--- src/rtl/tcb_if.sv ---
// TCB bus instance: one request channel (vld/wen/adr/wdt) with rdy backpressure
// and a fixed one-cycle read data return (rdt).
interface tcb_if #(
   parameter int ADR = 32,
   parameter int DAT = 32
) ();
   logic           vld;
   logic           wen;
   logic [ADR-1:0] adr;
   logic [DAT-1:0] wdt;
   logic [DAT-1:0] rdt;
   logic           rdy;

   modport man (output vld, wen, adr, wdt, input  rdt, rdy);
   modport sub (input  vld, wen, adr, wdt, output rdt, rdy);
endinterface

--- src/rtl/tcb_arb2.sv ---
// Two-manager round-robin arbiter in front of one TCB subordinate.
// Requests pass through combinationally; read data is steered to the issuing manager.
module tcb_arb2 #(
   parameter int ADR = 32,
   parameter int DAT = 32
) (
   input  logic clk,
   input  logic rst,
   tcb_if.sub   man0,
   tcb_if.sub   man1,
   tcb_if.man   sub
);

   logic           pri;
   logic           lck;
   logic           gnt_q;
   logic           own;
   logic           own_vld;
   logic           gnt;
   logic           vld_mux;
   logic           wen_mux;
   logic [ADR-1:0] adr_mux;
   logic [DAT-1:0] wdt_mux;
   logic           trn;

   // A stalled request keeps its grant so the manager's held fields stay on the bus.
   always_comb begin
      if (lck)
         gnt = gnt_q;
      else if (man0.vld != man1.vld)
         gnt = man1.vld;
      else
         gnt = pri;
   end

   assign vld_mux = gnt ? man1.vld : man0.vld;
   assign wen_mux = gnt ? man1.wen : man0.wen;
   assign adr_mux = gnt ? man1.adr : man0.adr;
   assign wdt_mux = gnt ? man1.wdt : man0.wdt;

   assign sub.vld = vld_mux;
   assign sub.wen = wen_mux;
   assign sub.adr = adr_mux;
   assign sub.wdt = wdt_mux;

   assign man0.rdy = ~gnt & sub.rdy;
   assign man1.rdy =  gnt & sub.rdy;

   assign trn = vld_mux & sub.rdy;

   always_ff @(posedge clk or posedge rst) begin
      if (rst) begin
         pri     <= 1'b0;
         lck     <= 1'b0;
         gnt_q   <= 1'b0;
         own     <= 1'b0;
         own_vld <= 1'b0;
      end else begin
         if (trn) begin
            pri <= ~gnt;
            lck <= 1'b0;
         end else if (vld_mux) begin
            lck   <= 1'b1;
            gnt_q <= gnt;
         end
         // own may change here while the previous response is still on rdt this cycle
         if (trn && !wen_mux) begin
            own     <= gnt;
            own_vld <= 1'b1;
         end else begin
            own_vld <= 1'b0;
         end
      end
   end

   assign man0.rdt = (own_vld && !own) ? sub.rdt : '0;
   assign man1.rdt = (own_vld &&  own) ? sub.rdt : '0;

endmodule

--- src/flat_wrapper.sv ---
// flat-port wrapper written by rule: the top's interface ports become plain ports
module tcb_arb2_flat 
#(
   parameter int ADR = 32,
   parameter int DAT = 32
)
  (clk, rst, man0_vld, man0_wen, man0_adr, man0_wdt, man0_rdt, man0_rdy, man1_vld, man1_wen, man1_adr, man1_wdt, man1_rdt, man1_rdy, sub_vld, sub_wen, sub_adr, sub_wdt, sub_rdt, sub_rdy);
  tcb_if #(.ADR(ADR), .DAT(DAT)) man0_i ();
  tcb_if #(.ADR(ADR), .DAT(DAT)) man1_i ();
  tcb_if #(.ADR(ADR), .DAT(DAT)) sub_i ();
  input  logic clk;
  input  logic rst;
  input wire logic [$bits(man0_i.vld)-1:0] man0_vld;
  input wire logic [$bits(man0_i.wen)-1:0] man0_wen;
  input wire logic [$bits(man0_i.adr)-1:0] man0_adr;
  input wire logic [$bits(man0_i.wdt)-1:0] man0_wdt;
  output wire logic [$bits(man0_i.rdt)-1:0] man0_rdt;
  output wire logic [$bits(man0_i.rdy)-1:0] man0_rdy;
  input wire logic [$bits(man1_i.vld)-1:0] man1_vld;
  input wire logic [$bits(man1_i.wen)-1:0] man1_wen;
  input wire logic [$bits(man1_i.adr)-1:0] man1_adr;
  input wire logic [$bits(man1_i.wdt)-1:0] man1_wdt;
  output wire logic [$bits(man1_i.rdt)-1:0] man1_rdt;
  output wire logic [$bits(man1_i.rdy)-1:0] man1_rdy;
  output wire logic [$bits(sub_i.vld)-1:0] sub_vld;
  output wire logic [$bits(sub_i.wen)-1:0] sub_wen;
  output wire logic [$bits(sub_i.adr)-1:0] sub_adr;
  output wire logic [$bits(sub_i.wdt)-1:0] sub_wdt;
  input wire logic [$bits(sub_i.rdt)-1:0] sub_rdt;
  input wire logic [$bits(sub_i.rdy)-1:0] sub_rdy;
  assign man0_i.vld = man0_vld;
  assign man0_i.wen = man0_wen;
  assign man0_i.adr = man0_adr;
  assign man0_i.wdt = man0_wdt;
  assign man0_rdt = man0_i.rdt;
  assign man0_rdy = man0_i.rdy;
  assign man1_i.vld = man1_vld;
  assign man1_i.wen = man1_wen;
  assign man1_i.adr = man1_adr;
  assign man1_i.wdt = man1_wdt;
  assign man1_rdt = man1_i.rdt;
  assign man1_rdy = man1_i.rdy;
  assign sub_vld = sub_i.vld;
  assign sub_wen = sub_i.wen;
  assign sub_adr = sub_i.adr;
  assign sub_wdt = sub_i.wdt;
  assign sub_i.rdt = sub_rdt;
  assign sub_i.rdy = sub_rdy;
  tcb_arb2 #(.ADR(ADR), .DAT(DAT)) u_core (.clk(clk), .rst(rst), .man0(man0_i), .man1(man1_i), .sub(sub_i));
endmodule
--- config.mk ---
export PLATFORM = sky130hd
export DESIGN_NAME = tcb_arb2_flat
export DESIGN_NICKNAME = d
export VERILOG_FILES = /design/src/rtl/tcb_if.sv /design/src/rtl/tcb_arb2.sv /design/src/flat_wrapper.sv
export SDC_FILE = /design/constraint.sdc
export NUM_CORES = 1
export LEC_CHECK = 0
export CORE_AREA = 2 2 117 119
export CTS_BUF_LIST = sky130_fd_sc_hd__clkbuf_8 sky130_fd_sc_hd__clkbuf_16
export DETAILED_ROUTE_END_ITERATION = 7
export DIE_AREA = 0 0 119 121
export PLACE_DENSITY_LB_ADDON = 0.12
export SLEW_MARGIN = 20
export SYNTH_ARGS = -nofsm -noshare
export SYNTH_HDL_FRONTEND = slang
export SYNTH_SLANG_ARGS = --single-unit
--- constraint.sdc ---
create_clock -name clk -period 2.1 [get_ports clk]
set_clock_uncertainty 0.15 [all_clocks]
set_input_delay 0.42 -clock clk [delete_from_list [all_inputs] [get_ports clk]]
set_output_delay 0.42 -clock clk [all_outputs]
set_load 0.005 [all_outputs]
==> results.ini <==
[sta]
whs_ns=0.246
min_period_ns=2.47
relSlewSlack_pct=86.3
drv_slew=0
timing.fmax_mhz=406
worst_slack_ns=-0.366
setup_viol=67
hold_violations=0
max_slew.worst_pin.slew_ns=0.206
rsz0062_at_grt=yes
min_period_over_period_pct=117

[logic_synthesis]
synth_area_um2=1540
synth_area_per_cell_um2=8.82
synth_nets=342
synth-edff-count=0
yosys-top-cells-count=65 x mux2_2, 32 x and2_1, 32 x and3_1
synth_cell_type_count=23
synth_warnings=0
async_flop_share_pct=100
yosysTopAreaCell=mux2_2
synth-seq-cells=5
synth_top_area_share_pct=47.4
ys_seq_area_share_pct=8.10
yosysMostFrequentCell=mux2_2
synth.area.top_cells=mux2_2 47%, and2_1 13%, and3_1 13%, dfrtp_1 8.1%, buf_6 5.1%
synthFlopType=dfrtp_1
synthCells=175

[layout]
areaGrowthSynthToFinish_pct=269
utilization_pct=43.5
fill_cells=1280
drive_gt1_share_pct=44.3
diodes=0
nNetsFinal=692
stdcell_count=700

[run_status]
status=finished, violations left
violations=setup timing

[die]
core_um2=13100
initial_utilization_pct=11.8
die_area_um2=14400
fp.dieW_um=119
die_height_um=121
boundaryPins=299
rows=42

[route]
route.vias.total=2727
routedWlPerCell_um=16.9
wl_um=11800
viasPerCell=3.90
ant_nets=0
drc_errors=0
drt_pre_antenna_iters=4
initialDrtViolationCount=44

[flow_run]
maxCapViolCount=0

[setup_path]
crit_required_ns=1.53
crit_fanout=4
cp.arrival_ns=1.90
cp_slowest_cell=dfrtp_1
max_stage_delay_ns=0.43
criticalPathCategory=reg2out
cp_cell_sequence=nor2_2, o31ai_4, buf_6, buf_12, buf_12, buf_6, buf_6, mux2_4, buf_6
startpoint_type=flop
worst_path_most_repeated_cell=buf_6
end_kind=output pin

[global_route]
grtUsageTotal_pct=15.0
grt_start_max_net_pins=35
antenna_found_initial=0
grt_pass1_vias=2875
grt_pass1_wl_um=16700
grt_overflow_total=0

[clock_network]
ctsLongestPathBuffers=2
clk_pin_slew_ns=0.03
hold_buffers=0
cts_tree=done
htreeDepth=1
cts_num_sinks=5
clkLatencyLatePin_ns=0.23
clockRootBuffer=clkbuf_16
numCtsBuffers=3

[place]
gp_congestion=0.847
dp_cells=654
port_buffers=298
dpl.hpwl_um=9200

[power]
leakagePower_nw=2.95
ir_drop_mv=0.265
p_per_area_nw_per_um2=426

[min_path]
holdCritPathClass=in2async

## report_power, final
group / switching [mW] / internal, mW
Clock: 0.0604 / 0.246
Combinational: 0.620 / 1.35
Sequential: 0.0343 / 0.118
Total: 0.714 / 1.71
## layout make-up
| cell class | instances | area (um2) | area share (%) |
|---|---|---|---|
| clock buffer | 3 | 75.1 | 1.32 |
| multi-input combinational | 151 | 1550 | 27.3 |
| clock inverter | 1 | 3.75 | 0.0659 |
| tap | 176 | 220 | 3.86 |
| timing repair buffer | 361 | 3710 | 65.1 |
| sequential | 5 | 126 | 2.22 |
| inverter | 3 | 11.3 | 0.198 |
## registers in the layout (all words and copies together) (netlist names)
name,count
u_core.own,1
u_core.gnt_q,1
u_core.pri,1
u_core.lck,1
u_core.own_vld,1
## cell usage in the layout (no fill, tap or decap), types with 2 or more instances in the layout
cell type,count
buf_6,89
and2_1,30
mux2_4,61
o21ai_0,2
buf_8,4
clkbuf_16,4
clkbuf_2,12
mux2_2,4
dlymetal6s2s_1,7
and2_4,2
clkdlybuf4s50_1,164
inv_1,4
buf_4,20
dfrtp_1,4
buf_12,11
buf_16,2
nor2_1,3
dlygate4sd2_1,39
buf_2,11
and3_1,32
## repair_timing
action | 4_1_cts | 5_1_grt
setup endpoints to repair | 133 | 87
gates cloned | 7 | 1
buffers inserted | 39 | 2
gates resized for setup | 503 | 62
pin swaps | 1 | 3
## critical path: cells and delay by family, from the launching register on
family | cells | cell delay, ns
buf+inv | 6 | 0.63
simple gates | 1 | 0.07
mux | 1 | 0.29
flops | 1 | 0.43
compound gates | 1 | 0.24
## stage by stage
step	worst slack, ns	TNS (ns)	power, mW	instance area (um2)
after CTS	-0.430	-23.00	2.39	5660
after detailed placement	-0.953	-62.53	1.60	4850
after floorplan	0.0170	0	0.655	1540
after global routing	-0.428	-23.64	2.57	5700
after global placement	-0.931	-61.30	1.61	4850
final	-0.366	-19.46	2.43	5700
## cells by family after synthesis
logic type / Yosys count / share of synthesized area [%]
mux: 66 / 48.1
flops: 5 / 8.10
compound gates: 12 / 6.81
buf+inv: 19 / 8.02
simple gates: 73 / 29.0
## per-layer routing
metal	global-route usage, %	up-vias	share of wire (%)
li1	-	1326	-
met1	16.0	1261	36
met2	30.3	138	56
met3	3.85	2	7.4
met4	1.79	0	0.34
met5	0	-	0
## worst paths after layout
kind	start	endpoint	slack, ns	cells past startpoint
max	u_core.pri$_DFFE_PP0P_	sub_adr[27]	-0.37	9
min	rst	u_core.own_vld$_DFF_PP0_	0.25	2
max reg2reg	u_core.pri$_DFFE_PP0P_	u_core.own_vld$_DFF_PP0_	0.15	8
min reg2reg	u_core.gnt_q$_DFFE_PP0P_	u_core.gnt_q$_DFFE_PP0P_	0.48	3
max in group asynchronous	rst	u_core.own$_DFFE_PP0P_	1.36	2
min in group clk	man0_vld	u_core.lck$_DFFE_PP0P_	0.42	3
Note: power is estimated with default switching activity, not from simulation.
